===== src/rtl/display_scan_mux_pkg.sv =====
// display_scan_mux shared types and constants.
// Digit-code select and enable helpers used by the scan FSM.
package display_pkg;

  localparam int N_DIGITS = 4;
  localparam int CODE_W   = 3;
  localparam logic [N_DIGITS-1:0] BITS_OFF = 4'b1111;

  typedef enum logic {
    ST_BLANK,
    ST_SHOW
  } state_e;

  function automatic logic [CODE_W-1:0] code_sel(
    input logic [11:0] d,
    input logic [1:0]  i
  );
    logic [CODE_W-1:0] c;
    unique case (i)
      2'd0:    c = d[2:0];
      2'd1:    c = d[5:3];
      2'd2:    c = d[8:6];
      default: c = d[11:9];
    endcase
    return c;
  endfunction

  function automatic logic [N_DIGITS-1:0] bits_on(
    input logic [1:0] i
  );
    return ~(4'b0001 << i);
  endfunction

endpackage


===== src/rtl/display_scan_mux_if.sv =====
// display_scan_mux data/display bundle.
// Bench drives the master side; the scan mux is the slave.
interface display_scan_mux_if;
  logic [11:0] DATA_IN;
  logic        LOAD;
  logic [2:0]  CODE_OUT;
  logic [3:0]  BITS;
  logic        PENDING;
  logic        FRAME_TICK;

  modport master (
    output DATA_IN, LOAD,
    input  CODE_OUT, BITS, PENDING, FRAME_TICK
  );

  modport slave (
    input  DATA_IN, LOAD,
    output CODE_OUT, BITS, PENDING, FRAME_TICK
  );
endinterface


===== src/rtl/display_scan_mux_prescaler.sv =====
// scan_prescaler: per-slot cycle counter.
// Flags last cycle of a slot and last blanked cycle.
module scan_prescaler #(
  parameter int PRESCALE     = 50000,
  parameter int BLANK_CYCLES = 2
) (
  input  logic CLK,
  input  logic RST_N,
  input  logic en_i,
  output logic slot_end_o,
  output logic blank_end_o
);

  localparam int W = $clog2(PRESCALE);
  localparam logic [W-1:0] LAST = W'(PRESCALE - 1);
  localparam logic [W-1:0] BEND = W'(BLANK_CYCLES - 1);

  logic [W-1:0] cnt_q, cnt_d;

  assign slot_end_o  = (cnt_q == LAST);
  assign blank_end_o = (cnt_q == BEND);

  // next count: wrap at slot end, hold until enabled
  always_comb begin
    cnt_d = cnt_q;
    if (en_i)
      cnt_d = slot_end_o ? '0 : cnt_q + W'(1);
  end

  // counter register
  always_ff @(posedge CLK or negedge RST_N) begin
    if (!RST_N) cnt_q <= '0;
    else        cnt_q <= cnt_d;
  end

endmodule


===== src/rtl/display_scan_mux.sv =====
// display_scan_mux: 4-digit 7-seg scan with frame-aligned double buffer.
// Define SCAN_BLANK_EN to blank the first BLANK_CYCLES cycles of each slot.
module display_scan_mux
  import display_pkg::*;
#(
  parameter int PRESCALE     = 50000,
  parameter int BLANK_CYCLES = 2
) (
  input logic CLK,
  input logic RST_N,
  display_scan_mux_if.slave bus
);

  logic        slot_end, blank_end;
  logic        run_q;
  state_e      state_q, state_d;
  logic [1:0]  dig_q, dig_d;
  logic [11:0] disp_q, disp_d;
  logic [11:0] pend_q;
  logic        pend_v;
  logic        start, bound;
  logic [CODE_W-1:0]   code_q, code_d;
  logic [N_DIGITS-1:0] bits_q, bits_d;
  logic        tick_q, tick_d;

  scan_prescaler #(
    .PRESCALE     (PRESCALE),
    .BLANK_CYCLES (BLANK_CYCLES)
  ) u_pre (
    .CLK         (CLK),
    .RST_N       (RST_N),
    .en_i        (run_q),
    .slot_end_o  (slot_end),
    .blank_end_o (blank_end)
  );

  assign start = !run_q || slot_end;
  assign bound = run_q && slot_end && (dig_q == 2'd3);

`ifndef SCAN_BLANK_EN
  logic unused_blank;
  assign unused_blank = blank_end ^ (state_q == ST_SHOW);
`endif

  // next slot position, frame-boundary swap and output values
  always_comb begin
    dig_d  = (run_q && slot_end) ? dig_q + 2'd1 : dig_q;
    disp_d = (bound && pend_v) ? pend_q : disp_q;
`ifdef SCAN_BLANK_EN
    state_d = state_q;
    if (start)
      state_d = ST_BLANK;
    else if (state_q == ST_BLANK && blank_end)
      state_d = ST_SHOW;
`else
    state_d = ST_SHOW;
`endif
    code_d = code_sel(disp_d, dig_d);
    bits_d = (state_d == ST_SHOW) ? bits_on(dig_d) : BITS_OFF;
    tick_d = start && (dig_d == 2'd0);
  end

  // scan state, shown data and registered outputs
  always_ff @(posedge CLK or negedge RST_N) begin
    if (!RST_N) begin
      run_q   <= 1'b0;
      state_q <= ST_BLANK;
      dig_q   <= '0;
      disp_q  <= '0;
      code_q  <= '0;
      bits_q  <= BITS_OFF;
      tick_q  <= 1'b0;
    end else begin
      run_q   <= 1'b1;
      state_q <= state_d;
      dig_q   <= dig_d;
      disp_q  <= disp_d;
      code_q  <= code_d;
      bits_q  <= bits_d;
      tick_q  <= tick_d;
    end
  end

  // pending buffer: newest LOAD wins, boundary consumes it
  always_ff @(posedge CLK or negedge RST_N) begin
    if (!RST_N) begin
      pend_q <= '0;
      pend_v <= 1'b0;
    end else if (bus.LOAD) begin
      pend_q <= bus.DATA_IN;
      pend_v <= 1'b1;
    end else if (bound) begin
      pend_v <= 1'b0;
    end
  end

  assign bus.CODE_OUT   = code_q;
  assign bus.BITS       = bits_q;
  assign bus.PENDING    = pend_v;
  assign bus.FRAME_TICK = tick_q;

endmodule


===== src/flat_wrapper.sv =====
// flat-port wrapper written by rule: the top's interface ports become plain ports
module display_scan_mux_flat import display_pkg::*;
#(
  parameter int PRESCALE     = 50000,
  parameter int BLANK_CYCLES = 2
)
  (CLK, RST_N, bus_DATA_IN, bus_LOAD, bus_CODE_OUT, bus_BITS, bus_PENDING, bus_FRAME_TICK);
  display_scan_mux_if bus_i ();
  input logic CLK;
  input logic RST_N;
  input wire logic [$bits(bus_i.DATA_IN)-1:0] bus_DATA_IN;
  input wire logic [$bits(bus_i.LOAD)-1:0] bus_LOAD;
  output wire logic [$bits(bus_i.CODE_OUT)-1:0] bus_CODE_OUT;
  output wire logic [$bits(bus_i.BITS)-1:0] bus_BITS;
  output wire logic [$bits(bus_i.PENDING)-1:0] bus_PENDING;
  output wire logic [$bits(bus_i.FRAME_TICK)-1:0] bus_FRAME_TICK;
  assign bus_i.DATA_IN = bus_DATA_IN;
  assign bus_i.LOAD = bus_LOAD;
  assign bus_CODE_OUT = bus_i.CODE_OUT;
  assign bus_BITS = bus_i.BITS;
  assign bus_PENDING = bus_i.PENDING;
  assign bus_FRAME_TICK = bus_i.FRAME_TICK;
  display_scan_mux #(.PRESCALE(PRESCALE), .BLANK_CYCLES(BLANK_CYCLES)) u_core (.CLK(CLK), .RST_N(RST_N), .bus(bus_i));
endmodule

===== config.mk =====
export PLATFORM = sky130hd
export DESIGN_NAME = display_scan_mux_flat
export DESIGN_NICKNAME = d
export VERILOG_FILES = /design/src/rtl/display_scan_mux_pkg.sv /design/src/rtl/display_scan_mux_if.sv /design/src/rtl/display_scan_mux_prescaler.sv /design/src/rtl/display_scan_mux.sv /design/src/flat_wrapper.sv
export SDC_FILE = /design/constraint.sdc
export NUM_CORES = 1
export LEC_CHECK = 0
export ABC_AREA = 1
export CAP_MARGIN = 20
export CELL_PAD_IN_SITES_DETAIL_PLACEMENT = 0
export CELL_PAD_IN_SITES_GLOBAL_PLACEMENT = 1
export CORE_UTILIZATION = 39
export CTS_BUF_LIST = sky130_fd_sc_hd__clkbuf_4
export DETAILED_ROUTE_END_ITERATION = 8
export PLACE_DENSITY = 0.76
export SYNTH_ARGS = -nofsm -noshare
export SYNTH_HDL_FRONTEND = slang
export SYNTH_SLANG_ARGS = --single-unit

===== constraint.sdc =====
create_clock -name CLK -period 2.4 [get_ports CLK]
set_clock_uncertainty 0.2 [all_clocks]
set_input_delay 0.48 -clock CLK [delete_from_list [all_inputs] [get_ports CLK]]
set_output_delay 0.48 -clock CLK [all_outputs]
set_load 0.05 [all_outputs]

======== After elaboration in Yosys (flattened, before gate mapping) ========
Cells that the tools add are included.
storage, ports and cells
  bits in registers ....................... 52
  latch bits .............................. 0
  memory bits (writable) .................. 0
  bits in read-only memories .............. 0
  input bits .............................. 15
  output and inout port bits .............. 9
  word-level logic and storage cells ...... 31
  memories ................................ 0
cells by class
  add/subtract/negate cells ............... 2
  multiply operators ...................... 0
  divide/modulo/power cells ............... 0
  order comparisons ....................... 0
  eq/ne operators ......................... 4
  shifts and indexed selects .............. 1
  mux-type cells .......................... 6
  bitwise logic cells ..................... 1
  reduce and logical (&&, ||, !) cells .... 8
operators with widths
  kind                                              number
  adder 16 x 1 -> 16 bit (second input constant)    1
  == test 16 bit (second input constant)            1
  2-to-1 mux 16 bit                                 1
  2-to-1 mux 12 bit                                 1
  case mux 3 bit (3 select lines)                   1
  == test 2 bit (second input constant)             2
  logical AND 1 bit                                 4
  inverter 4 bit                                    1
  << shifter 1 x 2 -> 4 bit (first input constant)  1
  adder 2 x 1 -> 2 bit (second input constant)      1
  == test 2 x 1 -> 1 bit (second input constant)    1
  zero test 2 bit                                   1
  2-to-1 mux 1 bit                                  2
  2-to-1 mux 2 bit                                  1
  nonzero test 2 bit                                1
  zero test 1 bit                                   1
  logical OR 1 bit                                  1

======== Longest topological paths before layout ========
Gate-level depths: netlist (run 1).
  depth after elaboration ................. 6
  gate-level depth with buffers ........... 12
  depth with buffers taken out ............ 12

======== Modules after synthesis ========
Synthesis (run 1) repeated with hierarchy kept, for this count alone.
second synthesis, totals
  cells, all modules ...................... 305
  area, all modules ....................... 2469.9 um^2
modules (own cells, without submodules)
  module            instances  cells each  area each (um^2)  sequential area each (um^2)
  display_scan_mux  1          153         1435.1            905.9
  scan_prescaler    1          152         1034.7            400.4

======== Worst setup path before layout (run 1) ========
Ideal clock, no wire load.
  path kind ............................... register to register
  from .................................... reg u_core.u_pre.cnt_q[0]
  to ...................................... reg u_core.code_q[0], in the netlist u_core.bus.CODE_OUT[0]
  setup time .............................. 130 ps
  arrival ................................. 1499 ps
  required time ........................... 2070 ps
  path slack .............................. 571 ps
  stages on the path, launching flop included .. 12
  buffers on the path ..................... 1
  clock period less this slack ............ 1829 ps
  path through ............................ dfrtp_1 -> ha_1 -> inv_1 -> nor2_2 -> nand3_2 -> nor2_4 -> nand4_4 -> buf_6 -> nand2_2 -> nand2_2 -> nand2_1 -> nand4_1
on the way
  longest elaborated chain between the ends .. 6
  elaborated cells on any way between the ends .. 10
  those cells by class .................... 3 x eq/ne; 3 x mux; 4 x reduce/logical
RTL lines
  element                          line                              RTL
  start, declared                  display_scan_mux_prescaler.sv:18  logic [W-1:0] cnt_q, cnt_d;
  start signal, assigned           display_scan_mux_prescaler.sv:33  else cnt_q <= cnt_d;
  == test 16 bit                   display_scan_mux_prescaler.sv:20  assign slot_end_o = (cnt_q == LAST);
  logical AND 1 bit (2 in series)  display_scan_mux.sv:38            assign bound = run_q && slot_end && (dig_q == 2'd3);
  logical AND 1 bit                display_scan_mux.sv:48            disp_d = (bound && pend_v) ? pend_q : disp_q;
  2-to-1 mux 12 bit                display_scan_mux.sv:48
  net u_core.disp_d[9]             display_scan_mux.sv:18            logic [11:0] disp_q, disp_d;
  case mux 3 bit (3 select lines)  display_scan_mux_pkg.sv:19        unique case (i)
  net u_core.code_d[0]             display_scan_mux.sv:22            logic [CODE_W-1:0] code_q, code_d;
  end signal, assigned             display_scan_mux.sv:78            code_q <= code_d;
  end, declared                    display_scan_mux.sv:22
The timed path passes the listed nets, and every way through them passes these cells.
A chain may end at the register's enable or synchronous reset.

======== Final worst setup path (run 1) ========
  from .................................... reg u_core.code_q[1], in the netlist u_core.bus.CODE_OUT[1]
  to ...................................... out bus_CODE_OUT[1]
RTL lines
  element        line                RTL
  end, declared  flat_wrapper.sv:13  output wire logic [$bits(bus_i.CODE_OUT)-1:0] bus_CODE_OUT;
No word-level cell between the ends.

==> results of run 1 <==
-- kinds of logic after synthesis --
family | Yosys count | share of synthesized area
flip-flops | 52 | 0.512
buffers and inverters | 39 | 0.0623
adder cells (fa/ha/maj) | 2 | 0.00981
XOR/XNOR | 4 | 0.0137
other | 1 | 0.00147
AO/OA/AOI/OAI | 17 | 0.0392
AND/OR/NAND/NOR | 175 | 0.361
-- cell type report --
cell class,instances,share of cell area
clock inverter,3,0.0156
sequential,52,0.440
clock buffer,5,0.0126
tap,77,0.0324
timing repair buffer,28,0.0922
multi-input combinational,199,0.366
inverter,33,0.0417
-- layout by cell type (no fill, tap or decap), types with 2 or more instances in the layout --
| master | netlist | routed |
|---|---|---|
| a21oi_1 | 3 | 3 |
| dlygate4sd2_1 | 0 | 3 |
| clkbuf_4 | 0 | 5 |
| o21ai_1 | 3 | 3 |
| nor2_4 | 5 | 5 |
| nand2_2 | 21 | 21 |
| nand4_1 | 18 | 18 |
| nand2_1 | 79 | 79 |
| clkdlybuf4s50_1 | 0 | 17 |
| nand3_1 | 10 | 10 |
| nor2_1 | 22 | 22 |
| xor2_1 | 4 | 4 |
| nand3_2 | 2 | 2 |
| inv_2 | 7 | 7 |
| ha_1 | 2 | 2 |
| nand2_4 | 3 | 3 |
| o21ai_0 | 7 | 7 |
| dfrtp_1 | 48 | 48 |
| nor2_2 | 6 | 6 |
| buf_4 | 1 | 4 |
| inv_1 | 25 | 25 |
| nor3_1 | 2 | 2 |
| dfstp_2 | 4 | 4 |
-- worst max-delay path by stage --
stage                        endpoint                    from  depth (start not counted)  slack (ns)
2_1_floorplan  u_core.bus.CODE_OUT[0]   u_core.u_pre.cnt_q[0]                         11        0.57
3_3_place_gp   u_core.bus.CODE_OUT[0]   u_core.u_pre.cnt_q[0]                         10        0.41
3_5_place_dp   u_core.bus.CODE_OUT[2]   u_core.u_pre.cnt_q[1]                         10        0.34
4_1_cts                   bus_BITS[2]      u_core.bus.BITS[2]                          1       0.002
5_1_grt               bus_CODE_OUT[1]  u_core.bus.CODE_OUT[1]                          1         0.1
6_report              bus_CODE_OUT[1]  u_core.bus.CODE_OUT[1]                          1        0.15
-- flip-flops by register name (all words and copies together), names as in the netlist --
signal                 cells
u_core.u_pre.cnt_q        16
u_core.disp_q             12
u_core.bus.PENDING         1
u_core.bus.CODE_OUT        3
u_core.run_q               1
u_core.pend_q             12
u_core.bus.FRAME_TICK      1
u_core.dig_q               2
u_core.bus.BITS            4
-- worst min-delay path, stage by stage (launching register included) --
cell     delay (ns)
dfrtp_1        0.38
nand2_1        0.05
nand2_1        0.05
-- repair_timing --
item,in CTS,in global routing
setup endpoints to repair,3,1
hold buffers,1,0
hold endpoints to repair,22,0
gates resized for setup,3,1
-- metrics by stage --
| stage | utilization | cells | hold WS [ns] | setup slack (ns) |
|---|---|---|---|---|
| detailed placement | 0.453 | 388 | 0.260 | 0.343 |
| global route | 0.468 | 397 | 0.323 | 0.0993 |
| CTS | 0.467 | 397 | 0.299 | 0.00163 |
| finish | 0.468 | 397 | 0.297 | 0.153 |
| floorplan | - | 290 | -0.0156 | 0.571 |
| global placement | 0.453 | 388 | 0.258 | 0.411 |
-- report_power, final --
group | leakage (nW) | internal (mW) | switching, mW | total [mW]
clock network | 0.0418 | 0.223 | 0.297 | 0.520
registers | 0.668 | 0.945 | 0.102 | 1.05
logic | 0.694 | 0.118 | 0.161 | 0.280
total | 1.40 | 1.29 | 0.560 | 1.85
-- routing by layer --
layer	track usage	share of wire
met1	0.245	0.53
met2	0.244	0.42
met3	0.0328	0.037
met4	0.0517	0.013
met5	0	0
==> run summary, run 1 <==
Result of the run - complete, no violations
Fmax achieved - 0.445 GHz
Synth Warn # - 0
Largest fanout of any net on the critical path - 1
Crit path arrival time - 1.57 ns
Clock-pin slew on the worst setup and hold paths - 0.16 ns
Vias per Instance - 4.79
Number of endpoints with negative hold slack in the final report - 0
Register-to-register path setup slack - 0.35 ns
ANT cells - 0
RSZ-0062 raised after global routing - no
Root buffer selected by CTS - clkbuf_4
Vias in the first global route - 1928
Largest net degree at the start of global routing - 30
Crit start category - register
Fraction of layout instances using a drive strength above 1 - 0.213
Count of mapped cells out of synthesis - 290
Share of async-settable or async-resettable flops after synthesis - 1.00
Post-synth EDFFs - 0
Sequential area share after synthesis - 0.512
Number of antenna-violating nets in the routed design - 0
Most instantiated library cell after synthesis - nand2_1
Area of the mapped netlist - 2550 sq um
Crit path max-delay cell type - clkdlybuf4s50_1
Post-layout total power - 1.85 mW
Total Neg Setup Slack - 0 ns
Reported max-cap violation count - 0
Cells on Worst Hold Path - 2
Routed length per instance - 12.8 microns
DRT Wirelength - 5090 microns
Clock latency reported for the late side of the worst-skew pair - 0.38 ns
Fin. max-slew vios - 0
Worst-case reg-to-reg path depth - 10
Final layout net count - 336
Via Count - 1902
Instance area at placement - 2880 sq um
Worst Tran Pin Value - 0.573 ns
Peak supply drop - 0.229 mV
Antenna violations before repair - 0
Synthesis-stage register bit count - 52
Class of the tightest hold or removal check - register to register
Area fraction of the dominant cell type after synthesis - 0.471
Total clock sinks - 52
Wire length of the first global-routing pass - 9180 microns
Floorplan core area - 6350 sq um
Worst-case hold path end point - u_core.pend_q[1]
Startpoint of the worst register-to-register path - u_core.u_pre.cnt_q[1]
Number of library cell types mapped by synthesis - 36
Worst flop-to-flop path endpoint - u_core.bus.CODE_OUT[0]
Total overflow reported by the global router - 0
Total Routing Usage GR - 0.166
Width of the die - 82.9 microns
H-tree depth reported by CTS - 2
Shortest period the worst path allows - 2.25 ns
Cell area after layout - 2970 sq um
Critical path required time - 1.72 ns
Detailed Route Iter0 Violations - 109
PortBufs - 23
Cell class contributing the biggest share of worst-path delay - buffers and inverters
Number of setup violations in the final report - 0
Register cell area after layout - 1310 sq um
Setup CP Type - register to primary output
Static leakage - 1.40 nW
Synthesized area divided by synthesized cell count - 8.80 sq um
Filler instances - 615
IO Pins - 24
Max Root-Sink Buffers - 2
Top flip-flop cell by instance count after synthesis - dfrtp_1
Worst Hold Launch - u_core.pend_q[1]
Final routed DRC violation total - 0
Height of the die - 82.9 microns
Series of cell instances along the critical path - clkdlybuf4s50_1
Combined buffer and inverter count along the critical path - 1
Post-route fraction of the period consumed by the critical path - 0.936
Commonest cells post-synth - nand2_1 (79), dfrtp_1 (48), inv_1 (25), nor2_1 (22), nand2_2 (21)
Initial core utilization - 0.402
Row count - 29
Clock tree from TritonCTS - done
Die ar. - 6870 sq um
Relative slew slack - 0.618
First-pass detailed-route iteration total - 4
Kind of end point of the critical path - primary output
Post-synthesis to final-layout area growth - 16.4%
Power density of the placed cells - 622 nW/um^2
HPWL after detailed placement - 3800 microns
Total nets after synthesis - 307
Postcts setup bufs - 0
Synth area leaders - dfrtp_1 (47%), nand2_1 (12%), nand2_2 (5.1%)
Area taken by multi-input logic gates - 1090 sq um
Number of CTS-inserted buffers - 5
Most area-hungry cell type in the Yosys netlist - dfrtp_1
CP peak stage delay - 0.80 ns
Last weighted congestion value of the routability-driven placer - 0.786
No activity file was read; power rests on OpenSTA's default activity.
==> inputs of run 2 (changes only) <==
CELL_PAD_IN_SITES_DETAIL_PLACEMENT = default   (was 0)
CELL_PAD_IN_SITES_GLOBAL_PLACEMENT = default   (was 1)
PLACE_DENSITY = 0.62   (was 0.76)
==> run 2 against run 1 <==
Net effect:
- cell count stayed put
- wire length is 1.5% lower
- critical path type unchanged
- sequential share of layout area is 0.28 points higher
- critical endpoint unchanged
- highest routed layer unchanged
==> run summary, run 2 (synthesis results as in run 1) <==
Post-synthesis to final-layout area growth - 15.7%
Via Count - 1859
Leading cell type in the layout, fill and taps excluded - nand2_1
Final layout net count - 336
Fmax achieved - 0.450 GHz
Result of the run - complete, no violations
Cell class contributing the biggest share of worst-path delay - buffers and inverters
Total Routing Usage GR - 0.161
Cells on Worst Hold Path - 2
CP peak stage delay - 0.80 ns
Width of the die - 82.9 microns
Total clock sinks - 52
Fin. max-slew vios - 0
Series of cell instances along the critical path - clkdlybuf4s50_1
IO Pins - 24
Detailed Route Iter0 Violations - 108
Row count - 29
Fraction of layout instances using a drive strength above 1 - 0.213
Number of antenna-violating nets in the routed design - 0
Fraction of power consumed by combinational cells - 0.162
Max Root-Sink Buffers - 2
Wire length of the first global-routing pass - 8930 microns
PortBufs - 23
Largest registers - u_core.u_pre.cnt_q: 16 flops, u_core.disp_q: 12 flops, u_core.pend_q: 12 flops
Most flop-heavy register - u_core.u_pre.cnt_q
Final routed DRC violation total - 0
Total Neg Setup Slack - 0 ns
HPWL after detailed placement - 3750 microns
First-pass detailed-route iteration total - 4
Total overflow reported by the global router - 0
Largest fanout of any net on the critical path - 1
Routed length per instance - 12.6 microns
Cell Count, Final, Fillers Out - 397
Peak supply drop - 0.239 mV
Crit path max-delay cell type - clkdlybuf4s50_1
Clock tree from TritonCTS - done
Clock latency reported for the late side of the worst-skew pair - 0.37 ns
Largest net degree at the start of global routing - 28
Initial core utilization - 0.402
Reported max-cap violation count - 0
Height of the die - 82.9 microns
Die ar. - 6870 sq um
Combined buffer and inverter count along the critical path - 1
Crit path arrival time - 1.54 ns
Clock-pin slew on the worst setup and hold paths - 0.16 ns
Post-route fraction of the period consumed by the critical path - 0.927
Worst Tran Pin Value - 0.650 ns
Number of cells after detailed placement - 388
First element of the critical path - u_core.bus.CODE_OUT[1]
Most frequent cells in the layout - nand2_1 (79), dfrtp_1 (48), inv_1 (25), nor2_1 (22), nand2_2 (21)
Root buffer selected by CTS - clkbuf_4
ANT cells - 0
Worst slack after detailed placement - 0.325 ns
DRT Wirelength - 5010 microns
Post-layout total power - 1.72 mW
Worst setup slack after layout - 0.176 ns
Setup CP Type - register to primary output
Sequential group share of total power - 0.607
Number of setup violations in the final report - 0
Class of the tightest hold or removal check - register to register
Clock network power share - 0.231
Switching share of total power - 0.311
Worst-case reg-to-reg path depth - 9
Number of CTS-inserted buffers - 5
Crit start category - register
Flip-flop count of the largest register, all copies and words added - 16
RSZ-0062 raised after global routing - no
Number of endpoints with negative hold slack in the final report - 0
Vias in the first global route - 1899
Worst flop-to-flop path endpoint - u_core.bus.CODE_OUT[0]
Endpoint of the worst setup timing path - bus_CODE_OUT[1]
Kind of end point of the critical path - primary output
Shortest period the worst path allows - 2.22 ns
H-tree depth reported by CTS - 2
Register-to-register path setup slack - 0.33 ns
WP depth - 1
Antenna violations before repair - 0
Power Internal - 1.19 mW
Floorplan core area - 6350 sq um
Net Switching - 0.536 mW
Vias per Instance - 4.68
Critical path required time - 1.72 ns
Relative slew slack - 0.566
Startpoint of the worst register-to-register path - u_core.u_pre.cnt_q[1]
Last weighted congestion value of the routability-driven placer - 0.802
Power density of the placed cells - 584 nW/um^2
Static leakage - 1.41 nW
==> run 2: changes by cell type in the layout (fill, tap and decap cells not counted) <==
cell / change
clkbuf_4: +1
clkinv_2: +1
bufinv_16: -1
dlymetal6s2s_1: +2
dlygate4sd2_1: -2
inv_6: -1
==> run 2: power by group through the flow <==
| stage | combinational [mW] | clock (mW) | sequential [mW] |
|---|---|---|---|
| 2_1_floorplan | 0.220 | 0 | 1.03 |
| 3_3_place_gp | 0.278 | 0 | 1.06 |
| 3_5_place_dp | 0.283 | 0 | 1.06 |
| 4_1_cts | 0.286 | 0.419 | 1.05 |
| 5_1_grt | 0.327 | 0.457 | 1.06 |
| 6_report | 0.279 | 0.399 | 1.05 |
==> run 2: how the worst min path moves through the flow <==
stage | endpoint | from
finish | u_core.pend_q[1] | u_core.pend_q[1]
global route | u_core.pend_q[1] | u_core.pend_q[1]
global placement | u_core.pend_q[7] | u_core.pend_q[7]
detailed placement | u_core.pend_q[7] | u_core.pend_q[7]
floorplan | u_core.bus.CODE_OUT[0] | RST_N
CTS | u_core.pend_q[7] | u_core.pend_q[7]
==> run 2: per-layer routing <==
| metal | up-vias | share of wire | global-route usage |
|---|---|---|---|
| li1 | 975 | - | - |
| met1 | 858 | 0.53 | 0.242 |
| met2 | 22 | 0.43 | 0.234 |
| met3 | 4 | 0.028 | 0.0318 |
| met4 | 0 | 0.0054 | 0.0455 |
| met5 | - | 0 | 0 |
==> run 2: stage by stage <==
stage	instance area, sq um	util	hold slack [ns]
CTS	2940	0.464	0.297
finish	2950	0.465	0.289
detailed placement	2880	0.453	0.260
global placement	2880	0.453	0.257
floorplan	2550	-	-0.0156
global route	2950	0.465	0.317
==> run 2: final cells by class <==
| class | count | area, sq um |
|---|---|---|
| clock buffers | 6 | 45.0 |
| clock inverters | 2 | 12.5 |
| fillers | 624 | 3400 |
| inverters | 33 | 124 |
| multi-input cells | 199 | 1090 |
| flip-flops and latches | 52 | 1310 |
| well taps | 77 | 96.3 |
| repair buffers | 28 | 282 |
==> run 2: timing repair <==
item                       4_1_cts  5_1_grt
buffers inserted                 0        0
resized for setup                1        3
setup endpoints to repair        1        3
hold buffers                     1        0
hold endpoints to repair        25        0
==> inputs of run 3 (changes only) <==
CTS_CLUSTER_SIZE = 12   (was default)
==> results of run 3 <==
No change in the layout: final DEF, timing and power equal those of run 2.
